==> config.mk <==
export PLATFORM = sky130hd
export DESIGN_NAME = dadda_mul_arbiter_flat
export DESIGN_NICKNAME = d
export VERILOG_FILES = /design/src/rtl/dadda_mul_arbiter_if.sv /design/src/rtl/dadda_mul_arbiter.sv /design/src/flat_wrapper.sv
export SDC_FILE = /design/constraint.sdc
export NUM_CORES = 1
export LEC_CHECK = 0
export CAP_MARGIN = 25
export CORE_ASPECT_RATIO = 1.75
export CORE_UTILIZATION = 41
export CTS_CLUSTER_DIAMETER = 100
export DETAILED_ROUTE_END_ITERATION = 6
export PLACE_DENSITY = 0.84
export SLEW_MARGIN = 20
export SYNTH_ARGS = -nofsm -noshare
export SYNTH_HDL_FRONTEND = slang
export SYNTH_SLANG_ARGS = --single-unit
==> constraint.sdc <==
create_clock -name clk -period 3.6 [get_ports clk]
set_clock_uncertainty 0.2 [all_clocks]
set_input_delay 0.36 -clock clk [delete_from_list [all_inputs] [get_ports clk]]
set_output_delay 0.36 -clock clk [all_outputs]
set_load 0.005 [all_outputs]
==> src/rtl/dadda_mul_arbiter_if.sv <==
// Request/response bundle between NREQ multiply clients and dadda_mul_arbiter.
//   req_valid/req_a/req_b : per-requester operand pairs (master -> slave)
//   req_ready             : one-hot accept strobe (slave -> master)
//   resp_valid/resp_ready : product handshake; resp_id tags the owner, resp_y = a*b
//   busy                  : arbiter is not idle
interface dadda_mul_arbiter_if #(parameter int NREQ = 4);
  localparam int ID_W = (NREQ > 1) ? $clog2(NREQ) : 1;

  logic [NREQ-1:0]      req_valid;
  logic [NREQ-1:0][7:0] req_a;
  logic [NREQ-1:0][7:0] req_b;
  logic [NREQ-1:0]      req_ready;
  logic                 resp_valid;
  logic                 resp_ready;
  logic [ID_W-1:0]      resp_id;
  logic [15:0]          resp_y;
  logic                 busy;

  modport master (output req_valid, req_a, req_b, resp_ready,
                  input  req_ready, resp_valid, resp_id, resp_y, busy);
  modport slave  (input  req_valid, req_a, req_b, resp_ready,
                  output req_ready, resp_valid, resp_id, resp_y, busy);
endinterface

==> src/rtl/dadda_mul_arbiter.sv <==
// Round-robin arbiter sharing one combinational 8x8 Dadda multiplier among NREQ
// requesters. FSM IDLE -> MUL -> HOLD -> IDLE; operands are registered on accept,
// the product is registered into the response port and held until resp_ready.
// Ports: clk, rst_n (async, active low), bus (dadda_mul_arbiter_if.slave).
// Optional feature macro: MUL_ARB_BYPASS_EN -- on the HOLD handshake a pending
// request is granted directly (HOLD -> MUL), giving a 2-cycle issue interval.

// Unsigned 8x8 Dadda multiplier. Partial-product bit matrix is reduced column by
// column to the Dadda heights 6,4,3,2 (half adder when one over target, full adder
// otherwise), then the final two rows are summed.
module dadda_8 (
  input  logic [7:0]  a_i,
  input  logic [7:0]  b_i,
  output logic [15:0] y_o
);
  logic [15:0] row0, row1;

  always_comb begin
    logic [15:0][15:0] m, nm;   // [column][bit within column]
    int h [16];
    int nh [16];
    int k, d;
    logic s, cy;
    m = '0; nm = '0; k = 0; d = 0; s = 1'b0; cy = 1'b0;
    row0 = '0; row1 = '0;
    for (int c = 0; c < 16; c++) begin
      h[4'(c)] = 0;
      nh[4'(c)] = 0;
    end
    for (int i = 0; i < 8; i++)
      for (int j = 0; j < 8; j++) begin
        m[4'(i+j)][4'(h[4'(i+j)])] = a_i[3'(i)] & b_i[3'(j)];
        h[4'(i+j)] = h[4'(i+j)] + 1;
      end
    for (int st = 0; st < 4; st++) begin
      d = (st == 0) ? 6 : (st == 1) ? 4 : (st == 2) ? 3 : 2;
      nm = '0;
      for (int c = 0; c < 16; c++) nh[4'(c)] = 0;
      for (int c = 0; c < 16; c++) begin
        k = 0;
        // nh[c] already holds carries from column c-1 of this stage
        for (int r = 0; r < 8; r++) begin
          if (h[4'(c)] - k + nh[4'(c)] > d) begin
            if (h[4'(c)] - k + nh[4'(c)] == d + 1) begin
              s  = m[4'(c)][4'(k)] ^ m[4'(c)][4'(k+1)];
              cy = m[4'(c)][4'(k)] & m[4'(c)][4'(k+1)];
              k  = k + 2;
            end else begin
              s  = m[4'(c)][4'(k)] ^ m[4'(c)][4'(k+1)] ^ m[4'(c)][4'(k+2)];
              cy = (m[4'(c)][4'(k)] & m[4'(c)][4'(k+1)]) |
                   (m[4'(c)][4'(k)] & m[4'(c)][4'(k+2)]) |
                   (m[4'(c)][4'(k+1)] & m[4'(c)][4'(k+2)]);
              k  = k + 3;
            end
            nm[4'(c)][4'(nh[4'(c)])] = s;
            nh[4'(c)] = nh[4'(c)] + 1;
            if (c < 15) begin
              nm[4'(c+1)][4'(nh[4'(c+1)])] = cy;
              nh[4'(c+1)] = nh[4'(c+1)] + 1;
            end
          end
        end
        // untouched bits pass straight through to the next stage
        for (int t = 0; t < 16; t++)
          if (t >= k && t < h[4'(c)]) begin
            nm[4'(c)][4'(nh[4'(c)])] = m[4'(c)][4'(t)];
            nh[4'(c)] = nh[4'(c)] + 1;
          end
      end
      m = nm;
      for (int c = 0; c < 16; c++) h[4'(c)] = nh[4'(c)];
    end
    for (int c = 0; c < 16; c++) begin
      row0[4'(c)] = m[4'(c)][0];
      row1[4'(c)] = m[4'(c)][1];
    end
  end

  assign y_o = row0 + row1;
endmodule

module dadda_mul_arbiter #(parameter int NREQ = 4) (
  input  logic              clk,
  input  logic              rst_n,
  dadda_mul_arbiter_if.slave bus
);
  localparam int ID_W = (NREQ > 1) ? $clog2(NREQ) : 1;

  typedef enum logic [1:0] {IDLE, MUL, HOLD} state_e;
  state_e state_q, state_d;

  logic [7:0]      a_q, b_q;
  logic [ID_W-1:0] id_q, last_q, gnt;
  logic            any_req, accept;
  logic [15:0]     y, resp_y_q;
  logic [ID_W-1:0] resp_id_q;
  logic            resp_valid_q;
  logic [NREQ-1:0] ready;

  dadda_8 u_mul (.a_i(a_q), .b_i(b_q), .y_o(y));

  // Round-robin pick: first valid requester after last_q, wrapping.
  always_comb begin
    int idx;
    gnt = '0;
    any_req = 1'b0;
    idx = 0;
    for (int k = 1; k <= NREQ; k++) begin
      idx = (int'(last_q) + k) % NREQ;
      if (!any_req && bus.req_valid[ID_W'(idx)]) begin
        any_req = 1'b1;
        gnt = ID_W'(idx);
      end
    end
  end

  always_comb begin
    state_d = state_q;
    accept  = 1'b0;
    case (state_q)
      IDLE: if (any_req) begin
        accept  = 1'b1;
        state_d = MUL;
      end
      MUL:  state_d = HOLD;
      HOLD: if (bus.resp_ready) begin
`ifdef MUL_ARB_BYPASS_EN
        if (any_req) begin
          accept  = 1'b1;
          state_d = MUL;
        end else begin
          state_d = IDLE;
        end
`else
        state_d = IDLE;
`endif
      end
      default: state_d = IDLE;
    endcase
    ready = accept ? (NREQ'(1) << gnt) : '0;
  end

  always_ff @(posedge clk or negedge rst_n) begin
    if (!rst_n) state_q <= IDLE;
    else        state_q <= state_d;
  end

  always_ff @(posedge clk or negedge rst_n) begin
    if (!rst_n) begin
      a_q          <= '0;
      b_q          <= '0;
      id_q         <= '0;
      last_q       <= ID_W'(NREQ - 1);   // requester 0 wins first
      resp_y_q     <= '0;
      resp_id_q    <= '0;
      resp_valid_q <= 1'b0;
    end else begin
      if (accept) begin
        a_q    <= bus.req_a[gnt];
        b_q    <= bus.req_b[gnt];
        id_q   <= gnt;
        last_q <= gnt;
      end
      if (state_q == MUL) begin
        resp_y_q     <= y;
        resp_id_q    <= id_q;
        resp_valid_q <= 1'b1;
      end else if (state_q == HOLD && bus.resp_ready) begin
        resp_valid_q <= 1'b0;
      end
    end
  end

  assign bus.req_ready  = ready;
  assign bus.resp_valid = resp_valid_q;
  assign bus.resp_y     = resp_y_q;
  assign bus.resp_id    = resp_id_q;
  assign bus.busy       = (state_q != IDLE);
endmodule

==> src/flat_wrapper.sv <==
// flat-port wrapper written by rule: the top's interface ports become plain ports
module dadda_mul_arbiter_flat 
#(parameter int NREQ = 4)
  (clk, rst_n, bus_req_valid, bus_req_a, bus_req_b, bus_resp_ready, bus_req_ready, bus_resp_valid, bus_resp_id, bus_resp_y, bus_busy);
  dadda_mul_arbiter_if #(.NREQ(NREQ)) bus_i ();
  input  logic clk;
  input  logic rst_n;
  input wire logic [$bits(bus_i.req_valid)-1:0] bus_req_valid;
  input wire logic [$bits(bus_i.req_a)-1:0] bus_req_a;
  input wire logic [$bits(bus_i.req_b)-1:0] bus_req_b;
  input wire logic [$bits(bus_i.resp_ready)-1:0] bus_resp_ready;
  output wire logic [$bits(bus_i.req_ready)-1:0] bus_req_ready;
  output wire logic [$bits(bus_i.resp_valid)-1:0] bus_resp_valid;
  output wire logic [$bits(bus_i.resp_id)-1:0] bus_resp_id;
  output wire logic [$bits(bus_i.resp_y)-1:0] bus_resp_y;
  output wire logic [$bits(bus_i.busy)-1:0] bus_busy;
  assign bus_i.req_valid = bus_req_valid;
  assign bus_i.req_a = bus_req_a;
  assign bus_i.req_b = bus_req_b;
  assign bus_i.resp_ready = bus_resp_ready;
  assign bus_req_ready = bus_i.req_ready;
  assign bus_resp_valid = bus_i.resp_valid;
  assign bus_resp_id = bus_i.resp_id;
  assign bus_resp_y = bus_i.resp_y;
  assign bus_busy = bus_i.busy;
  dadda_mul_arbiter #(.NREQ(NREQ)) u_core (.clk(clk), .rst_n(rst_n), .bus(bus_i));
endmodule
==> metrics.yaml <==
slowest_delay_ns: 0.54
numPortBuffers: 55
cts_tree: "built"
gp_congestion: 0.781
yosysMostFrequentCell: "nand2_1"
worstPathRequired_ns: 3.61
io-pin-count: 95
fmax_mhz: 326
multi_input_area_um2: 1170
synth_edf_count: 0
fin_hold_ws_ns: 0.277
cts_resized: 0
wl_met2_um: 2130
tns_ns: 0
reg2reg_slack_ns: 0.53
cp_cell_sequence: "and2_1, ha_1, inv_1, fa_1, inv_1, ha_1, nor2b_1, o21ai_1, a21boi_1, or4_1, nand3_1"
first_global_vias: 1645
dp_hpwl_um: 3050
dr.max_layer_used: "met4"
n_antenna_cell: 0
wire_per_inst_um: 11.5
area_delta_synth_final_pct: 31.9
synth_cells: 217
placed_cells: 318
std_cell_rows: 32
root_buffer: "clkbuf_8"
dieArea_um2: 5070
min_path_type: "reg -> reg"
async_flop_share_pct: 100
worst-path-max-fanout: 5
worst-slew-pin-transition_ns: 0.749
viasPerCell: 5.24
dp_slack_ns: 0.554
fin_crit_sh_pct: 85.2
regToRegEndpoint: "u_core.bus.resp_y[7]"
drt_iter0_drc: 32
min_period_ns: 3.07
met3_wirelength_um: 149
reg2reg_from: "u_core.a_q[0]"
reg2reg_depth: 11
avgSynthCellArea_um2: 9.03
ant_nets: 0
wl_met1_um: 1390
drive_above_1_share_pct: 8.09
maxCapViolations: 0
first_pass_iters: 4
layout.nets: 359
ys_seq_area_share_pct: 33.3
seqCellArea_um2: 653
grt_usage_pct: 16.6
ys_ff_latch: 26
ys_types: 47
critPathLaunchType: "flip-flop"
grt_overflow: 0
p_leak_nw: 1.21
die_x_um: 54.3
fill_cells: 434
synth_ff_type: "dfrtp_1"
layoutNonFillerInstCount: 323
crit_arrival_ns: 3.07
cts_buffer_depth: 2
ir_drop_uv: 442
status: "finished clean"
end_kind: "flip-flop"
synth_top_area_share_pct: 30.7
numClockSinks: 26
antenna_found_initial: 0
startpoint: "u_core.a_q[0]"
synth_top_area_cell: "dfrtp_1"
netlist_top_cells_count: "26 x nand2_1, 24 x dfrtp_1, 17 x inv_1, 13 x and2_1, 13 x nor2_1"
grt_pass1_wl_um: 6420
finalMaxSlewViolations: 0
endpoint: "u_core.bus.resp_y[7]"
start_util_pct: 43.7
cts_max_level: 1
ctsHoldBuffers: 1
setup_violations: 0
pwr_density_cell_nw_per_um2: 669
critPathKind: "reg -> reg"
num_vias: 1691
clock_latency_ns: 0.27
core_area_um2: 4480
ys_top_cells_by_area: "dfrtp_1 31%, ha_1 7.7%, nand2_1 5.0%, and2_1 4.2%, mux2i_1 4.1%"
numCtsBuffers: 3
grt_max_degree: 27
rsz0062_at_grt: "false"
post_cts_buffers: 0
die_h_um: 93.5
drc: 0
fin_ws_ns: 0.533
hold_viol_final: 0
slowest_stage: "fa_1"
synth_area_um2: 1960
path_clk_slew_ns: 0.09
max_slew_margin_pct: 50.1
fin_total_pwr_w: 0.00173
drt-total-wl_um: 3720
ys_warn_count: 0
==> layer usage <==
layer	up-vias	track usage [%]
met5	-	0
met4	0	5.13
met3	5	1.95
met2	50	33.4
met1	769	15.6
li1	867	-
==> metrics by stage <==
step	utilization, %	area (µm²)
global route	57.6	2580
floorplan	-	1980
global placement	56.3	2520
finish	57.6	2580
detailed placement	56.2	2520
CTS	57.6	2580
==> cells by family after synthesis <==
kind of cell / Yosys count / synth area share [%]
compound gates: 54 / 19.2
mux: 12 / 6.39
other cells: 1 / 0.191
flops: 26 / 33.3
fa+ha+maj: 15 / 10.7
buf+inv: 32 / 8.30
simple gates: 75 / 20.9
xor+xnor: 2 / 0.894
==> flip-flops by register name, indices dropped and copies added, names as in the netlist <==
| signal | count |
|---|---|
| u_core.a_q | 4 |
| u_core.bus.resp_y | 9 |
| u_core.bus.resp_id | 2 |
| u_core.last_q | 2 |
| u_core.id_q | 2 |
| u_core.state_q | 2 |
| u_core.bus.resp_valid | 1 |
| u_core.b_q | 4 |
==> power by group <==
part | internal (W) | switching [W]
combinational | 0.000506 | 0.000498
sequential | 0.000430 | 0.000107
clock | 0.0000978 | 0.0000908
total | 0.00103 | 0.000696
==> cell usage in the layout, fill, tap and decap left out, types with 2 or more instances in the layout <==
cell	instances
a211oi_1	2
a21o_1	3
a21oi_1	5
a31oi_1	7
and2_1	13
and4_1	7
buf_4	3
clkbuf_8	4
clkdlybuf4s50_1	54
conb_1	7
dfrtp_1	24
dfstp_2	2
fa_1	3
ha_1	12
inv_1	17
mux2_2	4
mux2i_1	8
nand2_1	26
nand2b_1	4
nor2_1	13
nor2b_1	2
nor3b_1	2
o21ai_0	9
o21ai_1	8
o21ai_2	2
o221ai_1	8
o31ai_1	2
==> worst min-delay path by stage <==
stage / start / cells after the start / endpoint / slack, ns
3_3_place_gp: u_core.id_q[1] / 2 / u_core.id_q[1] / 0.26
2_1_floorplan: rst_n / 0 / u_core.a_q[0] / -0.14
5_1_grt: u_core.id_q[1] / 2 / u_core.id_q[1] / 0.31
4_1_cts: u_core.id_q[1] / 2 / u_core.id_q[1] / 0.28
6_report: u_core.id_q[1] / 2 / u_core.id_q[1] / 0.28
3_5_place_dp: rst_n / 1 / u_core.bus.resp_y[8] / 0.18
==> worst max-delay path: cells and delay by family (launching register included) <==
kind | cells | cell delay [ns]
AO/OA/AOI/OAI | 2 | 0.27
adder cells (fa/ha/maj) | 3 | 1.13
buffers and inverters | 2 | 0.09
flip-flops | 1 | 0.42
AND/OR/NAND/NOR | 4 | 0.87
==> layout make-up <==
type | count | share of cell area, %
multi-input cells | 165 | 45.1
flip-flops and latches | 26 | 25.3
repair buffers | 59 | 22.4
inverters | 18 | 2.62
well taps | 51 | 2.47
clock buffers | 4 | 2.13
No activity file was read; power rests on OpenSTA's default activity.
